`config.mk`:
```
export PLATFORM = sky130hd
export DESIGN_NAME = des_req_sched
export DESIGN_NICKNAME = d
export VERILOG_FILES = /design/src/rtl/des_pkg.sv /design/src/rtl/des_tag_pipe.sv /design/src/rtl/des_req_sched.sv
export SDC_FILE = /design/constraint.sdc
export NUM_CORES = 1
export LEC_CHECK = 0
export CORE_AREA = 2 2 165 167
export DETAILED_ROUTE_END_ITERATION = 10
export DIE_AREA = 0 0 167 169
export HOLD_SLACK_MARGIN = 0.12
export PLACE_DENSITY = 0.8
export SYNTH_ARGS = -nofsm -noshare
export SYNTH_HDL_FRONTEND = slang
export SYNTH_SLANG_ARGS = --single-unit
```
`constraint.sdc`:
```
create_clock -name clk -period 2.33 [get_ports clk]
set_input_delay 0.466 -clock clk [delete_from_list [all_inputs] [get_ports clk]]
set_output_delay 0.466 -clock clk [all_outputs]
set_load 0.02 [all_outputs]
```
`src/rtl/des_pkg.sv`:
```
// des_pkg: shared types and constants for the DES request scheduler.
//   DES_LAT   - default engine latency in clocks
//   REQ_ID_W  - width of a requester id (two requesters)
//   des_blk_t - one 64-bit DES block
//   req_id_t  - requester id
//   des_tag_t - {valid, owner} record tracking one block through the engine
package des_pkg;

    localparam int DES_LAT  = 17;
    localparam int REQ_ID_W = 1;

    typedef logic [63:0]         des_blk_t;
    typedef logic [REQ_ID_W-1:0] req_id_t;

    typedef struct packed {
        logic    valid;
        req_id_t owner;
    } des_tag_t;

endpackage

```
`src/rtl/des_tag_pipe.sv`:
```
// des_tag_pipe: DEPTH-stage shift register of des_tag_t that mirrors the
// engine pipeline, so the tag leaving the last stage belongs to the block
// the engine is presenting at the same time.
//   clk       - clock, rising edge
//   rst_n     - synchronous active-low clear of every stage
//   tag_in    - tag loaded into stage 0 every edge
//   tag_out   - contents of the last stage
//   any_valid - some stage holds a valid tag
module des_tag_pipe
    import des_pkg::*;
#(
    parameter int DEPTH = DES_LAT + 1
) (
    input  logic     clk,
    input  logic     rst_n,
    input  des_tag_t tag_in,
    output des_tag_t tag_out,
    output logic     any_valid
);

    des_tag_t stage [DEPTH];

    // NOTE: every stage is cleared, not just the valid bits, because reset
    // must drop all in-flight blocks and an uncleared register array would
    // carry X owners into the response logic after power-up.
    always_ff @(posedge clk) begin
        if (!rst_n) begin
            for (int i = 0; i < DEPTH; i++) begin
                stage[i] <= '0;
            end
        end else begin
            // NOTE: non-blocking assignments make every stage take its
            // predecessor's old value, giving a true shift regardless of
            // loop order.
            stage[0] <= tag_in;
            for (int i = 1; i < DEPTH; i++) begin
                stage[i] <= stage[i-1];
            end
        end
    end

    // NOTE: the default before the loop keeps this combinational block
    // from inferring a latch.
    always_comb begin
        any_valid = 1'b0;
        for (int i = 0; i < DEPTH; i++) begin
            any_valid = any_valid | stage[i].valid;
        end
    end

    assign tag_out = stage[DEPTH-1];

endmodule

```
`src/rtl/des_req_sched.sv`:
```
// des_req_sched: round-robin scheduler that lets two requesters share one
// fixed-latency, non-stallable des_enc pipeline and routes each ciphertext
// back to the requester that supplied the plaintext.
//   clk, rst_n               - clock and synchronous active-low reset
//   req0_valid/data/ready    - requester 0 plaintext handshake
//   req1_valid/data/ready    - requester 1 plaintext handshake
//   eng_in                   - registered plaintext to des_enc (0 when idle)
//   eng_out                  - ciphertext from des_enc, LAT clocks later
//   rsp0_valid/data          - one-cycle result pulse for requester 0
//   rsp1_valid/data          - one-cycle result pulse for requester 1
//   idle                     - nothing in flight and no pulse pending
//   done_cnt0/1              - saturating completed-response counters
module des_req_sched
    import des_pkg::*;
#(
    parameter int LAT   = DES_LAT,
    parameter int CNT_W = 16
) (
    input  logic             clk,
    input  logic             rst_n,
    input  logic             req0_valid,
    input  des_blk_t         req0_data,
    output logic             req0_ready,
    input  logic             req1_valid,
    input  des_blk_t         req1_data,
    output logic             req1_ready,
    output des_blk_t         eng_in,
    input  des_blk_t         eng_out,
    output logic             rsp0_valid,
    output des_blk_t         rsp0_data,
    output logic             rsp1_valid,
    output des_blk_t         rsp1_data,
    output logic             idle,
    output logic [CNT_W-1:0] done_cnt0,
    output logic [CNT_W-1:0] done_cnt1
);

    localparam logic [CNT_W-1:0] CNT_MAX = '1;

    req_id_t  last_id;      // requester granted on the most recent transfer
    logic     transfer;
    req_id_t  gnt_id;
    des_blk_t gnt_data;
    des_tag_t tag_in;
    des_tag_t tag_out;
    logic     tags_busy;
    logic     hit0;
    logic     hit1;

    // Ready depends only on the valids and the pointer, never on ready of
    // the other port, so there is no combinational loop through requesters.
    always_comb begin
        req0_ready = 1'b0;
        req1_ready = 1'b0;
        if (rst_n) begin
            if (req0_valid && req1_valid) begin
                // Contention: whoever was not granted last goes now.
                req0_ready = (last_id == 1'b1);
                req1_ready = (last_id == 1'b0);
            end else begin
                req0_ready = req0_valid;
                req1_ready = req1_valid;
            end
        end
    end

    assign transfer = req0_ready | req1_ready;
    assign gnt_id   = req1_ready;
    assign gnt_data = req1_ready ? req1_data : req0_data;

    always_comb begin
        tag_in       = '0;
        tag_in.valid = transfer;
        tag_in.owner = gnt_id;
    end

    // Depth LAT+1: one stage covers the eng_in register, LAT cover the engine.
    des_tag_pipe #(
        .DEPTH (LAT + 1)
    ) u_tag_pipe (
        .clk       (clk),
        .rst_n     (rst_n),
        .tag_in    (tag_in),
        .tag_out   (tag_out),
        .any_valid (tags_busy)
    );

    assign hit0 = tag_out.valid && (tag_out.owner == 1'b0);
    assign hit1 = tag_out.valid && (tag_out.owner == 1'b1);

    always_ff @(posedge clk) begin
        if (!rst_n) begin
            eng_in     <= '0;
            last_id    <= 1'b1;
            rsp0_valid <= 1'b0;
            rsp1_valid <= 1'b0;
            rsp0_data  <= '0;
            rsp1_data  <= '0;
            done_cnt0  <= '0;
            done_cnt1  <= '0;
        end else begin
            // Idle cycles feed zeros so the engine never sees stale data.
            eng_in <= transfer ? gnt_data : '0;
            if (transfer) begin
                last_id <= gnt_id;
            end
            rsp0_valid <= hit0;
            rsp1_valid <= hit1;
            if (hit0) begin
                rsp0_data <= eng_out;
                if (done_cnt0 != CNT_MAX) begin
                    done_cnt0 <= done_cnt0 + 1'b1;
                end
            end
            if (hit1) begin
                rsp1_data <= eng_out;
                if (done_cnt1 != CNT_MAX) begin
                    done_cnt1 <= done_cnt1 + 1'b1;
                end
            end
        end
    end

    assign idle = !tags_busy && !rsp0_valid && !rsp1_valid;

endmodule
```
# Yosys cells after proc, flatten, opt, wreduce, memory -nomap -nowiden
# Memory sizes are Yosys's and may differ from the RTL's.
# Cells that the tools add are included.
# op_classes
addsub	2
mul	0
div	0
magnitude_cmp	0
n_eq_ne	2
shift	0
n_mux	25
n_bitwise	38
n_reduce_logical	11
# op_table
op	n
$mux 64	1
$mux 2	18
$or 1x1->1	36
$add 16x1->16 const B	2
$ne 16x16->1 const B	2
$mux 1	6
$reduce_and 2->1	3
$logic_and 1x1->1	5
$logic_not 1->1	3
$not 1->1	2
# totals
ff_bits	227
latch_bits	0
ramBits	36
mem_bits_ro	0
in_bits	196
out_inout_bits	229
wordCells	87
mem_count	1
# mem_list
name	depth	width	read_ports	rd_clocked_by_memory_dff	wr	line	text
u_tag_pipe.stage	18	2	18	0	18	des_tag_pipe.sv:21	des_tag_t stage [DEPTH];

# Logic depth before layout (Yosys ltp)
# Gate-level depths: netlist of run 1.
# depth
word_depth	20
ltp_mapped	6
mapped_depth_nobuf	5

# Modules after synthesis
# Synthesis of run 1 repeated with hierarchy kept, for this count alone.
# unflattened
hier_cells	995
area_unflattened_um2	9097.5
# modules_own_cells
mod	instances	cells_per_inst	area_per_inst_um2	seq_area_each_um2
des_req_sched	1	912	8085.3	4544.4
des_tag_pipe	1	83	1012.2	720.7

# Worst setup path after synthesis of run 1
# No wires, ideal clock.
# synth_path
path_kind	flip-flop to flip-flop
start	reg done_cnt0[0]
end	reg done_cnt0[14]
setup_time_ps	70
arrival_ps	1729
required_ps	2260
slack_ps	531
stages_incl_launch_ff	6
path_buffers	0
period_less_slack_ps	1799
cell_sequence	dfxtp_1 -> ha_1 -> nand4_1 -> or2_1 -> or4_1 -> a21oi_1
# synth_between
elab_chain_cells	2
word_cells_on_any_way	3
classes_between	add/sub (1); eq/ne (1); reduce/logical (1)
# synth_lines
item	line	text
start: declaration	des_req_sched.sv:34	output logic [CNT_W-1:0] done_cnt0,
start signal: assignment	des_req_sched.sv:112	done_cnt0 <= done_cnt0 + 1'b1;
parallel branches: the longest is 2 deep, another holds $add 16x1->16	-	
# Several ways; the timed one is not identified.
# A chain may end at the register's enable or synchronous reset.

# Worst setup path after layout of run 1
# layout_path
start	reg done_cnt0[13]
end	out done_cnt0[13]
# No word-level cell between the ends.

==> impl_summary.txt, run 1 <==
----------------------------------------------------
[Setup path]
  Critical path's largest stage delay ... ~0.87 ns
  R2r worst-path depth ... 5
  Kind of critical path ... reg2out
  Cell at the slowest stage of the critical path ... sky130_fd_sc_hd__clkdlybuf4s50_1
  R2R Path Start ... done_cnt1[0]
  Critical path data required time ... between 1.5 and 2 ns
  Startpoint kind of the worst setup timing path ... flop
  Maximum net fanout on the critical path ... 6
  Critical Path Sink Type ... output port
  FF-to-FF setup slack ... approximately 0.44 ns
  CP Buf/Inv Count ... 1
  Ordered list of cells on the worst path ... clkdlybuf4s50_1
  Data arrival time of the critical path ... approximately 1.8 ns
  Dominant delay contributor by cell family on the critical path ... buffers and inverters
  Capture instance of the worst register-to-register path ... done_cnt1[2]

[Drt]
  Number of DRC violations after detailed-routing iteration 0 ... between 500 and 600
  Vias per cell ... between 4 and 5
  Post-detailed-route DRC marker count ... 0
  Total vias in the final route ... slightly below 9000
  DRT Wirelength ... about 32 mm
  First-pass DRT Iterations ... 6
  Average routed wire per standard cell ... 18.0 um
  Number of antenna-violating nets in the routed design ... 0

[Clock tree]
  Buffer levels on the longest clock path ... 3
  Post-CTS Repair Setup Buffers ... 0
  # clock sinks ... ~260
  Clock slew at the register clock pins of the worst setup and hold paths ... approximately 0.06 ns
  CTS Root Buffer Type ... sky130_fd_sc_hd__clkbuf_16
  H-tree depth reported by CTS ... 1
  Insertion delay to the later sink of the worst-skew pair ... between 0.5 and 0.6 ns
  CTS tree ... yes
  Number of buffers created by CTS ... 28

[Hold path]
  Worst min-delay path category ... reg2reg
  Min-Delay Endpoint ... u_tag_pipe.stage[0][20]
  Worst hold start ... u_tag_pipe.stage[0][18]
  Hold Path Stages ... 1

[Finish]
  Footprint of the flip-flops and latches ... around 5300 sq um
  Area occupied by multi-input gates ... ~3500 sq um
  Layout net count ... around 1600
  Area growth syn-to-layout ... 61.5%
  Final-layout fill cell count ... between 2000 and 2500
  Share of layout cells above drive strength 1 ... 0.0518

[Floorplanning]
  DIE HEIGHT ... roughly 170 um
  Die X ... 167 um
  I/O pin count ... 425
  Area of the die ... approximately 28000 sq um
  Std-Cell Core Area ... about 27000 sq um
  Starting density of the core ... 0.340
  Number of rows created at floorplan ... 60

[Global routing]
  Total global routing overflow ... 0
  Wire length of the first global-routing pass ... about 47 mm
  Gr busiest metal ... met2
  Number of global-route vias before repair ... 8459
  Number of antenna violations at the first check in global routing ... 12
  Met2 Use GR ... 0.374
  GR Util met3 ... 0.0704
  Maximum number of pins on one net before global-route repair ... 136
  Overall routing resource usage ... 0.213
  Met1 track demand over resource ... 0.226

[Yosys]
  Average footprint of a synthesized cell ... 9.10 sq um
  Dominant synthesized flop cell ... sky130_fd_sc_hd__dfxtp_1
  Post-Synthesis Net Count ... about 1200
  Post-synth ARST share ... 0
  Portion of the post-synthesis area used by sequential elements ... 0.585
  Area of the mapped netlist ... 9010 sq um
  Number of flops mapped to enable cells by yosys ... 0
  Number of warnings issued by yosys ... 0
  Syn Inst Count ... 990
  Distinct cell type count of the synthesized netlist ... 38
  Post-synthesis sequential element count ... around 260

[Flow run]
  Number of violations of the max-capacitance limit ... 0

[STA]
  Total setup violations reported at the end of the flow ... 0
  Achievable frequency ... between 400 and 500 MHz
  Final Critical Period ... roughly 2.3 ns
  Max-Slew Margin vs Limit ... 0.531
  Final count of hold timing violations ... 0
  Worst setup skew after layout ... 0.00734 ns
  Unrepaired setup endpoints after global routing ... false
  Slew of the pin with the lowest slew margin ... roughly 0.7 ns
  Ratio of final minimum period to clock period ... 0.980
  Total Neg Setup Slack ... 0 ns
  Final Max Tran Viols ... 0

[Power and ir drop]
  Power per unit of standard cell area ... just under 700 nW/um^2
  Overall power after layout ... 0.00995 W
  Static Leakage ... 5.13 nW
  Worst vdd ir ... 516 uV

[Placed design]
  Sum of net half-perimeters after detailed placement ... around 23 mm
  IO Port Bufs ... 424
  Routability congestion estimate from global placement ... between 0.8 and 0.9

[Status]
  Run status ... finished, final reports clean

----------------------------------------------------
state kept, by name (all words and copies together) (netlist names):
signal	flops
done_cnt1	16
last_id	1
eng_in	64
rsp1_valid	1
done_cnt0	16
rsp1_data	64
u_tag_pipe.stage	36
rsp0_data	64
rsp0_valid	1
cells by family after synthesis:
logic type,Yosys count,share of synthesized area
DFF,263,0.585
muxes,4,0.00445
AOI/OAI and AO/OA,249,0.173
adders and majority gates,2,0.00278
and+or+nand+nor,395,0.200
buffers and inverters,76,0.0342
xor gates and xnor gates,1,0.000973
cell usage in the layout (no fill, tap or decap), drive strengths merged:
master	netlist	layout
o21ai	11	11
mux2i	4	4
nor4	8	8
and3	5	5
o2111ai	1	1
a22o	64	64
and4	3	3
o211ai	4	4
dlygate4sd2	0	2
nor3	4	4
or3	11	11
xor2	1	1
o41ai	2	2
nand2	281	281
and2	36	36
nor2b	1	1
or2	2	2
clkinv	0	9
o311ai	1	1
dfxtp	263	263
buf	28	14
o21a	2	2
ha	2	2
inv	6	7
nand4	10	10
diode	0	10
or4	12	12
a21oi	150	150
clkbuf	42	40
nand3	10	10
o31a	2	2
nor2	5	5
nand2b	5	5
nor4b	2	2
clkdlybuf4s50	0	421
bufinv	0	3
o31ai	12	12
what timing repair did:
| item | in CTS | in global routing |
|---|---|---|
| hold buffers | 0 | 0 |
| setup endpoints to repair | 3 | 1 |
| resized for setup | 3 | 2 |
where the power goes:
part	switching (W)	total [W]	leakage, nW	internal [W]
logic	0.000338	0.000822	2.53	0.000484
registers	0.0000289	0.00461	2.13	0.00458
clock network	0.00180	0.00452	0.470	0.00271
total	0.00217	0.00995	5.13	0.00778
per-layer routing:
layer | vias up | share of wire | wire length, um
met5 | - | 0.00041 | 13
met4 | 2 | 0.042 | 1350
met3 | 71 | 0.087 | 2770
met2 | 360 | 0.50 | 15800
met1 | 4048 | 0.37 | 11800
li1 | 4210 | - | -
how the worst max path moves through the flow:
stage	start	endpoint	slack, ns	cells after the start
floorplan	done_cnt0[0]	done_cnt0[14]	0.53	5
global placement	rst_n	req0_ready	-0.02	4
detailed placement	rst_n	req0_ready	-0.05	4
CTS	done_cnt0[13]	done_cnt0[13]	0.02	1
global route	done_cnt0[13]	done_cnt0[13]	0.03	1
finish	done_cnt0[13]	done_cnt0[13]	0.05	1
area by class of cell:
class | count | area share
sequential | 263 | 0.362
timing repair buffer | 438 | 0.303
antenna | 10 | 0.00172
clock inverter | 13 | 0.0101
inverter | 6 | 0.00172
tap | 341 | 0.0293
multi-input combinational | 651 | 0.238
clock buffer | 39 | 0.0545
cell usage after synthesis (2+ instances only):
library cell,n,area share
sky130_fd_sc_hd__a21oi_1,150,0.083
sky130_fd_sc_hd__a22o_1,64,0.062
sky130_fd_sc_hd__and2_1,36,0.025
sky130_fd_sc_hd__and3_1,5,0.0035
sky130_fd_sc_hd__and4_1,3,0.0029
sky130_fd_sc_hd__buf_1,16,0.0067
sky130_fd_sc_hd__buf_2,9,0.0050
sky130_fd_sc_hd__buf_4,3,0.0025
sky130_fd_sc_hd__clkbuf_1,42,0.018
sky130_fd_sc_hd__dfxtp_1,263,0.58
sky130_fd_sc_hd__ha_1,2,0.0028
sky130_fd_sc_hd__inv_1,5,0.0021
sky130_fd_sc_hd__mux2i_1,4,0.0044
sky130_fd_sc_hd__nand2_1,281,0.12
sky130_fd_sc_hd__nand2b_1,5,0.0035
sky130_fd_sc_hd__nand3_1,10,0.0056
sky130_fd_sc_hd__nand4_1,7,0.0049
sky130_fd_sc_hd__nand4_2,3,0.0042
sky130_fd_sc_hd__nor2_1,5,0.0021
sky130_fd_sc_hd__nor3_1,4,0.0022
sky130_fd_sc_hd__nor4_1,8,0.0056
sky130_fd_sc_hd__o211ai_1,4,0.0033
sky130_fd_sc_hd__o21a_1,2,0.0017
sky130_fd_sc_hd__o21ai_0,11,0.0061
sky130_fd_sc_hd__o31a_1,2,0.0019
sky130_fd_sc_hd__o31ai_1,12,0.010
sky130_fd_sc_hd__o41ai_1,2,0.0019
sky130_fd_sc_hd__or3_1,11,0.0076
sky130_fd_sc_hd__or4_1,12,0.010
per-stage QoR:
stage | std cells | utilization | area [sq um] | hold WS (ns) | setup WS (ns)
3_3_place_gp | 1699 | 0.513 | 13600 | 0.416 | -0.0235
2_1_floorplan | 990 | - | 9010 | 0.412 | 0.531
5_1_grt | 1761 | 0.549 | 14500 | 0.452 | 0.0308
6_report | 1761 | 0.549 | 14500 | 0.435 | 0.0473
4_1_cts | 1751 | 0.548 | 14500 | 0.438 | 0.0223
3_5_place_dp | 1699 | 0.513 | 13600 | 0.420 | -0.0506
No activity file was read; power rests on OpenSTA's default activity.
==> inputs of run 2 (changes only) <==
- clock period: 2.33 -> 2.9 ns (I/O delays scaled with it)
==> impl_summary.txt, run 2 (synthesis gave the netlist of run 1 again) <==
----------------------------------------------------
[Placed design]
  Placed standard-cell area ... 13500 sq um (was 13600 sq um)
  Placed cells ... 1696 (was 1699)
  Routability congestion estimate from global placement ... 0.851 (was 0.855)
  IO Port Bufs ... 424 (unchanged)
  Sum of net half-perimeters after detailed placement ... 22.8 mm (about the same)
  Post-place setup slack ... 0.332 ns (was -0.0506 ns)

[Setup path]
  Kind of critical path ... reg2out (unchanged)
  Critical path data required time ... 2.32 ns (was 1.86 ns)
  Ordered list of cells on the worst path ... nor4_1 -> nand3_1 -> nor2_1 -> clkdlybuf4s50_1 (was clkdlybuf4s50_1)
  R2r worst-path depth ... 5 (unchanged)
  Startpoint kind of the worst setup timing path ... flop (unchanged)
  Critical Path Sink Type ... output port (unchanged)
  Critical path's largest stage delay ... 0.64 ns (was 0.87 ns)
  Cell at the slowest stage of the critical path ... sky130_fd_sc_hd__clkdlybuf4s50_1 (unchanged)
  Data arrival time of the critical path ... 2.01 ns (was 1.82 ns)
  Maximum net fanout on the critical path ... 5 (was 6)

[Drt]
  Number of DRC violations after detailed-routing iteration 0 ... 545 (was 508)
  Total vias in the final route ... 8795 (was 8691)
  Vias per cell ... 5.03 (was 4.94)
  DRT Wirelength ... 31.9 mm (was 31.7 mm)
  Number of antenna-violating nets in the routed design ... 0 (unchanged)
  Average routed wire per standard cell ... 18.2 um (was 18.0 um)
  First-pass DRT Iterations ... 8 (was 6)
  Post-detailed-route DRC marker count ... 0 (unchanged)

[Clock tree]
  Clock slew at the register clock pins of the worst setup and hold paths ... 0.06 ns (about the same)
  Post-CTS Repair Setup Buffers ... 0 (unchanged)
  CTS Root Buffer Type ... sky130_fd_sc_hd__clkbuf_16 (unchanged)
  Insertion delay to the later sink of the worst-skew pair ... 0.53 ns (about the same)
  Post-CTS sizing ... 0 (was 3)
  Buffer levels on the longest clock path ... 3 (unchanged)
  CTS tree ... yes (unchanged)
  Number of buffers created by CTS ... 28 (unchanged)
  Quantity of hold-fixing buffers added after cts ... 0 (unchanged)
  H-tree depth reported by CTS ... 1 (unchanged)
  # clock sinks ... 263 (unchanged)

[Floorplanning]
  I/O pin count ... 425 (unchanged)
  Number of rows created at floorplan ... 60 (unchanged)
  Std-Cell Core Area ... 26500 sq um (unchanged)
  Area of the die ... 28200 sq um (unchanged)
  DIE HEIGHT ... 169 um (unchanged)
  Die X ... 167 um (unchanged)
  Starting density of the core ... 0.340 (unchanged)

[Global routing]
  Wire length of the first global-routing pass ... 47.2 mm (about the same)
  Overall routing resource usage ... 0.212 (was 0.213)
  Number of global-route vias before repair ... 8314 (was 8459)
  Number of antenna violations at the first check in global routing ... 9 (was 12)
  Total global routing overflow ... 0 (unchanged)
  Maximum number of pins on one net before global-route repair ... 132 (was 136)

[STA]
  Final count of hold timing violations ... 0 (unchanged)
  Ratio of final minimum period to clock period ... 0.892
  Final setup margin ... 0.313 ns (was 0.0473 ns)
  Achievable frequency ... approximately 390 MHz
  Slew of the pin with the lowest slew margin ... 1.05 ns (was 0.700 ns)
  Worst setup skew after layout ... 0.00766 ns (was 0.00734 ns)
  Total Neg Setup Slack ... 0 ns (unchanged)
  Max-Slew Margin vs Limit ... 0.298 (was 0.531)
  Final Max Tran Viols ... 0 (unchanged)
  Total setup violations reported at the end of the flow ... 0 (unchanged)
  Unrepaired setup endpoints after global routing ... false (unchanged)
  Final Critical Period ... 2.59 ns

[Finish]
  Footprint of the flip-flops and latches ... 5270 sq um (unchanged)
  Share of layout cells above drive strength 1 ... 0.0485 (was 0.0518)
  Top flop regs ... eng_in (64), rsp0_data (64), rsp1_data (64) (unchanged)
  Commonest non-fill, non-tap cells in the layout ... sky130_fd_sc_hd__clkdlybuf4s50_1, sky130_fd_sc_hd__nand2_1, sky130_fd_sc_hd__dfxtp_1 (unchanged)
  Most common cell after layout, fill and taps aside ... sky130_fd_sc_hd__clkdlybuf4s50_1 (unchanged)
  Final Instance Count excl. Fillers ... 1750 (was 1761)
  Final-layout fill cell count ... 2337 (was 2311)
  Area growth syn-to-layout ... 60.8% (was 61.5%)
  Area occupied by multi-input gates ... 3460 sq um (unchanged)
  Finished Cell Area ... 14500 sq um (about the same)
  Layout net count ... 1583 (was 1586)

[Flow run]
  Number of violations of the max-capacitance limit ... 0 (unchanged)

[Power and ir drop]
  Power per unit of standard cell area ... 552 nW/um^2 (was 684 nW/um^2)
  Overall power after layout ... 0.00799 W (was 0.00995 W)
  Worst vdd ir ... 413 uV (was 516 uV)
  Static Leakage ... 5.10 nW (was 5.13 nW)

[Status]
  Run status ... finished, final reports clean (unchanged)

[Hold path]
  Hold Path Stages ... 1 (unchanged)
  Worst min-delay path category ... reg2reg (unchanged)

----------------------------------------------------
## run 2: cell count changes in the layout (fill, tap and decap cells not counted), sizes merged
cell           change
clkdlybuf4s50      +3
dlygate4sd2        -2
inv                +2
clkinv             -4
diode              -4
clkbuf             -3
buf                -3
## run 2: final timing paths
path / startpoint / endpoint / slack, ns
worst max-delay path: u_tag_pipe.stage[0][35] / idle / 0.31
worst min-delay path: u_tag_pipe.stage[0][12] / u_tag_pipe.stage[0][14] / 0.43
worst max register to register: done_cnt1[0] / done_cnt1[9] / 0.73
worst min register to register: u_tag_pipe.stage[0][12] / u_tag_pipe.stage[0][14] / 0.43
## run 2: layout make-up
type | count | area share
antenna | 6 | 0.00104
clock inverter | 11 | 0.00994
clock buffer | 37 | 0.0549
timing repair buffer | 435 | 0.300
multi-input combinational | 651 | 0.239
inverter | 6 | 0.00173
tap | 341 | 0.0295
sequential | 263 | 0.364
## run 2: where the power goes
group	leakage [nW]	internal (W)	switching [W]
logic	2.49	0.000391	0.000273
clock network	0.468	0.00219	0.00143
registers	2.13	0.00368	0.0000228
total	5.10	0.00626	0.00173
## run 2: metal layers
metal,vias up,track usage,share of wire
met3,79,0.0669,0.088
li1,4187,-,-
met5,-,0,0.00041
met4,2,0.0832,0.038
met1,4111,0.237,0.37
met2,416,0.377,0.50
## run 2: critical path: cells and delay by family, from the launching register on
| kind | cells | cell delay, ns |
|---|---|---|
| DFF | 1 | 0.36 |
| and+or+nand+nor | 3 | 0.47 |
| buffers and inverters | 1 | 0.64 |
## run 2: stage by stage
| stage | hold WS [ns] | util |
|---|---|---|
| 2_1_floorplan | 0.412 | - |
| 3_3_place_gp | 0.417 | 0.510 |
| 3_5_place_dp | 0.420 | 0.510 |
| 4_1_cts | 0.438 | 0.546 |
| 5_1_grt | 0.441 | 0.547 |
| 6_report | 0.433 | 0.547 |
